File: src/rtl/muldiv_scheduler_if.sv
// Pipeline-side bundle for the HI/LO multiply/divide sequencer: issue, HI/LO
// access requests from ID/EX, and the result/hazard signals fed back.
interface muldiv_scheduler_if #(
    parameter int WIDTH = 32
);
    logic             start;
    logic [1:0]       op;
    logic [WIDTH-1:0] operand_a;
    logic [WIDTH-1:0] operand_b;
    logic             read_hilo;
    logic             write_hi;
    logic             write_lo;
    logic [WIDTH-1:0] write_data;
    logic [WIDTH-1:0] hi;
    logic [WIDTH-1:0] lo;
    logic             busy;
    logic             stall;
    logic             done;
    logic             div_by_zero;

    modport master (
        output start, op, operand_a, operand_b, read_hilo, write_hi, write_lo, write_data,
        input  hi, lo, busy, stall, done, div_by_zero
    );

    modport slave (
        input  start, op, operand_a, operand_b, read_hilo, write_hi, write_lo, write_data,
        output hi, lo, busy, stall, done, div_by_zero
    );
endinterface

File: src/rtl/muldiv_scheduler.sv
// Iterative MULT/MULTU/DIV/DIVU sequencer owning HI/LO: one shift-add or
// restoring-divide step per cycle on operand magnitudes, sign fix-up at the end.
module muldiv_scheduler #(
    parameter int WIDTH = 32
) (
    input logic               clk,
    input logic               rst,
    muldiv_scheduler_if.slave bus
);

    localparam int CW = $clog2(WIDTH) + 1;

    typedef enum logic [1:0] {
        IDLE = 2'd0,
        RUN  = 2'd1,
        FIX  = 2'd2
    } state_t;

    state_t state;
    state_t state_next;

    logic [CW-1:0]    count;
    logic             op_div;
    logic             neg_main;
    logic             neg_rem;
    logic             div_zero;
    logic [WIDTH-1:0] raw_a;
    logic [WIDTH-1:0] b_mag;
    logic [WIDTH-1:0] acc;
    logic [WIDTH-1:0] lower;
    logic [WIDTH-1:0] hi_q;
    logic [WIDTH-1:0] lo_q;
    logic             done_q;
    logic             dbz_q;
    logic             busy;

    logic             is_signed;
    logic             a_neg;
    logic             b_neg;
    logic [WIDTH-1:0] a_mag_in;
    logic [WIDTH-1:0] b_mag_in;

    logic [WIDTH:0]   add_sum;
    logic [WIDTH:0]   shifted;
    logic [WIDTH:0]   diff;
    logic [WIDTH-1:0] acc_step;
    logic [WIDTH-1:0] lower_step;

    logic [2*WIDTH-1:0] product;
    logic [2*WIDTH-1:0] product_fix;
    logic [WIDTH-1:0]   quotient;
    logic [WIDTH-1:0]   remainder;
    logic [WIDTH-1:0]   res_hi;
    logic [WIDTH-1:0]   res_lo;

    // op[0]=0 selects the signed variants; magnitudes are taken up front
    assign is_signed = ~bus.op[0];
    assign a_neg     = is_signed & bus.operand_a[WIDTH-1];
    assign b_neg     = is_signed & bus.operand_b[WIDTH-1];
    assign a_mag_in  = a_neg ? -bus.operand_a : bus.operand_a;
    assign b_mag_in  = b_neg ? -bus.operand_b : bus.operand_b;

    assign busy = (state != IDLE);

    always_ff @(posedge clk) begin
        if (rst) begin
            state <= IDLE;
        end else begin
            state <= state_next;
        end
    end

    always_comb begin
        state_next = state;
        case (state)
            IDLE: begin
                if (bus.start) begin
                    state_next = RUN;
                end
            end
            RUN: begin
                if (count == CW'(WIDTH - 1)) begin
                    state_next = FIX;
                end
            end
            FIX: begin
                state_next = IDLE;
            end
            default: begin
                state_next = IDLE;
            end
        endcase
    end

    // Multiply shifts {acc,lower} right while adding b_mag; divide shifts left
    // and keeps the trial subtraction when it does not borrow (bit WIDTH clear).
    always_comb begin
        add_sum    = {1'b0, acc} + (lower[0] ? {1'b0, b_mag} : {(WIDTH+1){1'b0}});
        shifted    = {acc, lower[WIDTH-1]};
        diff       = shifted - {1'b0, b_mag};
        acc_step   = add_sum[WIDTH:1];
        lower_step = {add_sum[0], lower[WIDTH-1:1]};
        if (op_div) begin
            if (!diff[WIDTH]) begin
                acc_step   = diff[WIDTH-1:0];
                lower_step = {lower[WIDTH-2:0], 1'b1};
            end else begin
                acc_step   = shifted[WIDTH-1:0];
                lower_step = {lower[WIDTH-2:0], 1'b0};
            end
        end
    end

    always_comb begin
        product     = {acc, lower};
        product_fix = neg_main ? -product : product;
        quotient    = neg_main ? -lower : lower;
        remainder   = neg_rem ? -acc : acc;
        res_hi      = product_fix[2*WIDTH-1:WIDTH];
        res_lo      = product_fix[WIDTH-1:0];
        if (op_div) begin
            if (div_zero) begin
                res_hi = raw_a;
                res_lo = {WIDTH{1'b1}};
            end else begin
                res_hi = remainder;
                res_lo = quotient;
            end
        end
    end

    // A start in IDLE takes priority over a same-cycle MTHI/MTLO
    always_ff @(posedge clk) begin
        if (rst) begin
            count    <= '0;
            op_div   <= 1'b0;
            neg_main <= 1'b0;
            neg_rem  <= 1'b0;
            div_zero <= 1'b0;
            raw_a    <= '0;
            b_mag    <= '0;
            acc      <= '0;
            lower    <= '0;
            hi_q     <= '0;
            lo_q     <= '0;
            done_q   <= 1'b0;
            dbz_q    <= 1'b0;
        end else begin
            done_q <= 1'b0;
            dbz_q  <= 1'b0;
            case (state)
                IDLE: begin
                    if (bus.start) begin
                        count    <= '0;
                        op_div   <= bus.op[1];
                        neg_main <= a_neg ^ b_neg;
                        neg_rem  <= a_neg;
                        div_zero <= (bus.operand_b == '0);
                        raw_a    <= bus.operand_a;
                        b_mag    <= b_mag_in;
                        acc      <= '0;
                        lower    <= a_mag_in;
                    end else begin
                        if (bus.write_hi) begin
                            hi_q <= bus.write_data;
                        end
                        if (bus.write_lo) begin
                            lo_q <= bus.write_data;
                        end
                    end
                end
                RUN: begin
                    acc   <= acc_step;
                    lower <= lower_step;
                    count <= count + CW'(1);
                end
                FIX: begin
                    hi_q   <= res_hi;
                    lo_q   <= res_lo;
                    done_q <= 1'b1;
                    dbz_q  <= op_div & div_zero;
                end
                default: begin
                end
            endcase
        end
    end

    assign bus.hi          = hi_q;
    assign bus.lo          = lo_q;
    assign bus.busy        = busy;
    assign bus.stall       = busy & (bus.start | bus.read_hilo | bus.write_hi | bus.write_lo);
    assign bus.done        = done_q;
    assign bus.div_by_zero = dbz_q;

endmodule

File: src/flat_wrapper.sv
// flat-port wrapper written by rule: the top's interface ports become plain ports
module muldiv_scheduler_flat 
#(
    parameter int WIDTH = 32
)
  (clk, rst, bus_start, bus_op, bus_operand_a, bus_operand_b, bus_read_hilo, bus_write_hi, bus_write_lo, bus_write_data, bus_hi, bus_lo, bus_busy, bus_stall, bus_done, bus_div_by_zero);
  muldiv_scheduler_if #(.WIDTH(WIDTH)) bus_i ();
  input logic clk;
  input logic rst;
  input wire logic [$bits(bus_i.start)-1:0] bus_start;
  input wire logic [$bits(bus_i.op)-1:0] bus_op;
  input wire logic [$bits(bus_i.operand_a)-1:0] bus_operand_a;
  input wire logic [$bits(bus_i.operand_b)-1:0] bus_operand_b;
  input wire logic [$bits(bus_i.read_hilo)-1:0] bus_read_hilo;
  input wire logic [$bits(bus_i.write_hi)-1:0] bus_write_hi;
  input wire logic [$bits(bus_i.write_lo)-1:0] bus_write_lo;
  input wire logic [$bits(bus_i.write_data)-1:0] bus_write_data;
  output wire logic [$bits(bus_i.hi)-1:0] bus_hi;
  output wire logic [$bits(bus_i.lo)-1:0] bus_lo;
  output wire logic [$bits(bus_i.busy)-1:0] bus_busy;
  output wire logic [$bits(bus_i.stall)-1:0] bus_stall;
  output wire logic [$bits(bus_i.done)-1:0] bus_done;
  output wire logic [$bits(bus_i.div_by_zero)-1:0] bus_div_by_zero;
  assign bus_i.start = bus_start;
  assign bus_i.op = bus_op;
  assign bus_i.operand_a = bus_operand_a;
  assign bus_i.operand_b = bus_operand_b;
  assign bus_i.read_hilo = bus_read_hilo;
  assign bus_i.write_hi = bus_write_hi;
  assign bus_i.write_lo = bus_write_lo;
  assign bus_i.write_data = bus_write_data;
  assign bus_hi = bus_i.hi;
  assign bus_lo = bus_i.lo;
  assign bus_busy = bus_i.busy;
  assign bus_stall = bus_i.stall;
  assign bus_done = bus_i.done;
  assign bus_div_by_zero = bus_i.div_by_zero;
  muldiv_scheduler #(.WIDTH(WIDTH)) u_core (.clk(clk), .rst(rst), .bus(bus_i));
endmodule
File: config.mk
export PLATFORM = sky130hd
export DESIGN_NAME = muldiv_scheduler_flat
export DESIGN_NICKNAME = d
export VERILOG_FILES = /design/src/rtl/muldiv_scheduler_if.sv /design/src/rtl/muldiv_scheduler.sv /design/src/flat_wrapper.sv
export SDC_FILE = /design/constraint.sdc
export NUM_CORES = 1
export LEC_CHECK = 0
export ABC_AREA = 1
export CAP_MARGIN = 20
export CORE_MARGIN = 1
export CORE_UTILIZATION = 40
export CTS_CLUSTER_SIZE = 24
export DETAILED_ROUTE_END_ITERATION = 6
export PLACE_DENSITY = 0.66
export SLEW_MARGIN = 5
export SYNTH_ARGS = -nofsm -noshare
export SYNTH_HDL_FRONTEND = slang
export SYNTH_SLANG_ARGS = --single-unit
File: constraint.sdc
create_clock -name clk -period 3.1 [get_ports clk]
set_input_delay 0.62 -clock clk [delete_from_list [all_inputs] [get_ports clk]]
set_output_delay 0.62 -clock clk [all_outputs]
set_load 0.1 [all_outputs]
==> flow_summary.ini, run 1 <==
[grt]
grt_overflow = 0
grt_usage_pct = 32.0
grt_use_met3_pct = 7.90
grt.met1_usage_pct = 48.3
grt_start_max_net_pins = 108
busiest_layer = met1
antenna_found_initial = 3
grt_pass1_vias = 20800
grt_util_met2_pct = 44.6
grt_pass1_wl_mm = 124

[yosys]
synthesis.nets = 3744
synth-edff-count = 0
yosysWarningCount = 0
synth_common_cells = 1,055 x nand2_1, 547 x inv_1, 371 x nor2_1, 324 x a21oi_1, 281 x o21ai_0
ys_seq_area_share_pct = 21.0
async_flop_share_pct = 0
netlist_area_sq_um = 19600
synth-main-ff-cell = dfxtp_1
synth_most_common_cell = nand2_1
netlist.area_leader.share_pct = 21.0
syn_inst = 3569
synth_area_per_cell_sq_um = 5.50
yosysUniqueCellTypes = 51
synth_area_leader_cell = dfxtp_1
yosys_register_bits = 206
yosys-top-cells-area = dfxtp_1 21%, nand2_1 20%, inv_1 10%, a21oi_1 8.3%, o21ai_0 7.2%

[floorplan]
die_x_um = 224
die_area_sq_um = 50000
core_sq_um = 48000
start_util_pct = 40.9
die_h_um = 224
row_count = 80
io_pins = 172

[sta]
slew_headroom_pct = 41.3
fin_ws_ps = 284
max_freq_mhz = 355
finalCritPeriodShare_pct = 90.9
setup_viol = 0
slew_viol_final = 0
worst_clock_skew_ps = 14.1
finalHoldViolations = 0
finalCriticalPeriod_ps = 2820
setup_tns_ps = 0
tightest_slew_ps = 879
hold_ws_ps = 467
grt_setup_unrepaired = no

[cells_and_area]
fin_nets = 3876
num_antenna_cells = 0
final_cells = 4335
fin_util_pct = 47.8
seqCellArea_sq_um = 4130
drive_above_1_share_pct = 7.55
area_delta_synth_final_pct = 16.9
multi_input_area_sq_um = 12800
fill_cells = 5294

[clock_network]
ctsHoldBuffers = 0
clockRootBuffer = clkbuf_16
cts.sinks = 206
cts_tree = yes
clk_pin_slew_worst_paths_ps = 60
cts_resized = 0
ctsHtreeMaxLevel = 1
cts_buffers = 25
clk_latency_ps = 560
post_cts_buffers = 0
clock_path_buffers = 3

[route]
vias = 23500
postRouteAntennaNets = 0
via_per_inst = 5.42
drt_iter0_markers = 2725
dr.pass1.iters = 6
wire_per_inst_um = 19.0
wirelength_mm = 82.2
drc = 0

[placed_design]
io_buffers = 171
hpwl_mm = 65.0
place_inst = 4289
place_ws_ps = 214
gp_congestion = 1.03

[setup_path]
end_kind = register
crit_fanout = 21
cpMaxStageDelayCell = fa_1
path_cells = inv_1, ha_1, fa_1, inv_1, nand3_1, nand2_4, nand2_2, nand2_4, nand2_2, nand2_4, nand2_4, nand2_4, nand2_4, nand2_4, buf_4, nand2_4, nand3_2, nand2_1, a21oi_2
cp.required_ps = 3590
cp-start-kind = register
cp_data_arrival_time_ps = 3300
r2r_start = u_core.lower[31]
path_class = register to register
cpPeakStageDelay_ps = 420
crit_path_frequent_cell = nand2_4
crit_start = u_core.lower[31]

[hold_path]
holdCritStartpoint = u_core.count[5]
worstHoldPathType = register to register

[pwr]
p_leak_nw = 11.9
ir_drop_mv = 0.357
pwr_density_cell_nw_per_um2 = 458

[run_status]
status = completed

[job]
max_cap_violations = 0
-- kinds of logic (layout without fill, tap and decap cells) --
family                     Yosys count  count (layout)  share of synthesized area [%]
buffers and inverters              707             858                           13.8
AOI/OAI and AO/OA                  719             719                           19.4
DFF                                206             206                           21.0
xor gates and xnor gates            63              63                           2.81
and+or+nand+nor                   1803            1803                           38.4
adders and majority gates           71              71                           4.60
-- where the power goes --
group	internal (W)	switching, W
sequential	0.00286	0.000248
clock	0.00195	0.00129
combinational	0.00121	0.00296
total	0.00602	0.00450
-- metal layers --
metal  routed length (um)  up-vias
li1                     -    11600
met1                37400    10600
met2                32200     1188
met3                10500      117
met4                 2050        6
met5                   43        -
-- cell usage in the layout, fill, tap and decap left out, types with 69 or more instances in the layout --
cell type,n
nand2_1,1055
inv_1,545
nor2_1,368
a21oi_1,324
o21ai_0,281
nand3_1,242
dfxtp_1,204
buf_4,139
clkdlybuf4s50_1,102
ha_1,69
-- state kept, by name, summed over array words and instances (netlist names), 2 cells and up --
name,count
u_core.acc,32
u_core.b_mag,32
u_core.bus.hi,32
u_core.bus.lo,32
u_core.lower,32
u_core.raw_a,32
u_core.count,6
u_core.state,2
-- stage by stage --
stage / cell area (sq um) / power [W]
detailed placement: 22100 / 0.00719
global placement: 22100 / 0.00719
CTS: 23000 / 0.0104
floorplan: 19600 / 0.00587
global route: 23000 / 0.0110
finish: 23000 / 0.0105
-- layout make-up --
class	count	area share [%]
multi-input cells	2656	55.9
well taps	615	3.35
inverters	562	9.19
clock inverters	16	0.965
clock buffers	30	2.89
repair buffers	250	9.71
flip-flops and latches	206	18.0
-- path summary, 6_finish.rpt --
check	endpoint	slack, ps	cells after the start
max reg2reg	u_core.acc[18]	280	19
max	u_core.acc[18]	280	19
min	u_core.count[5]	470	1
min reg2reg	u_core.count[5]	470	1
-- worst max-delay path: cells and delay by family, from the launching register on --
family	cells	cell delay (ps)
compound gates	1	120
fa+ha+maj	2	670
buf+inv	3	530
flops	1	320
simple gates	13	1090
(Power assumes the default switching activity.)
==> inputs of run 2 (changes only) <==
--- a/config.mk
+++ b/config.mk
@@ -16,3 +16,4 @@
 export SYNTH_ARGS = -nofsm -noshare
 export SYNTH_HDL_FRONTEND = slang
 export SYNTH_SLANG_ARGS = --single-unit
+export TNS_END_PERCENT = 100
==> results of run 2 <==
The final DEF is identical to that of run 1; final timing and power are the same.
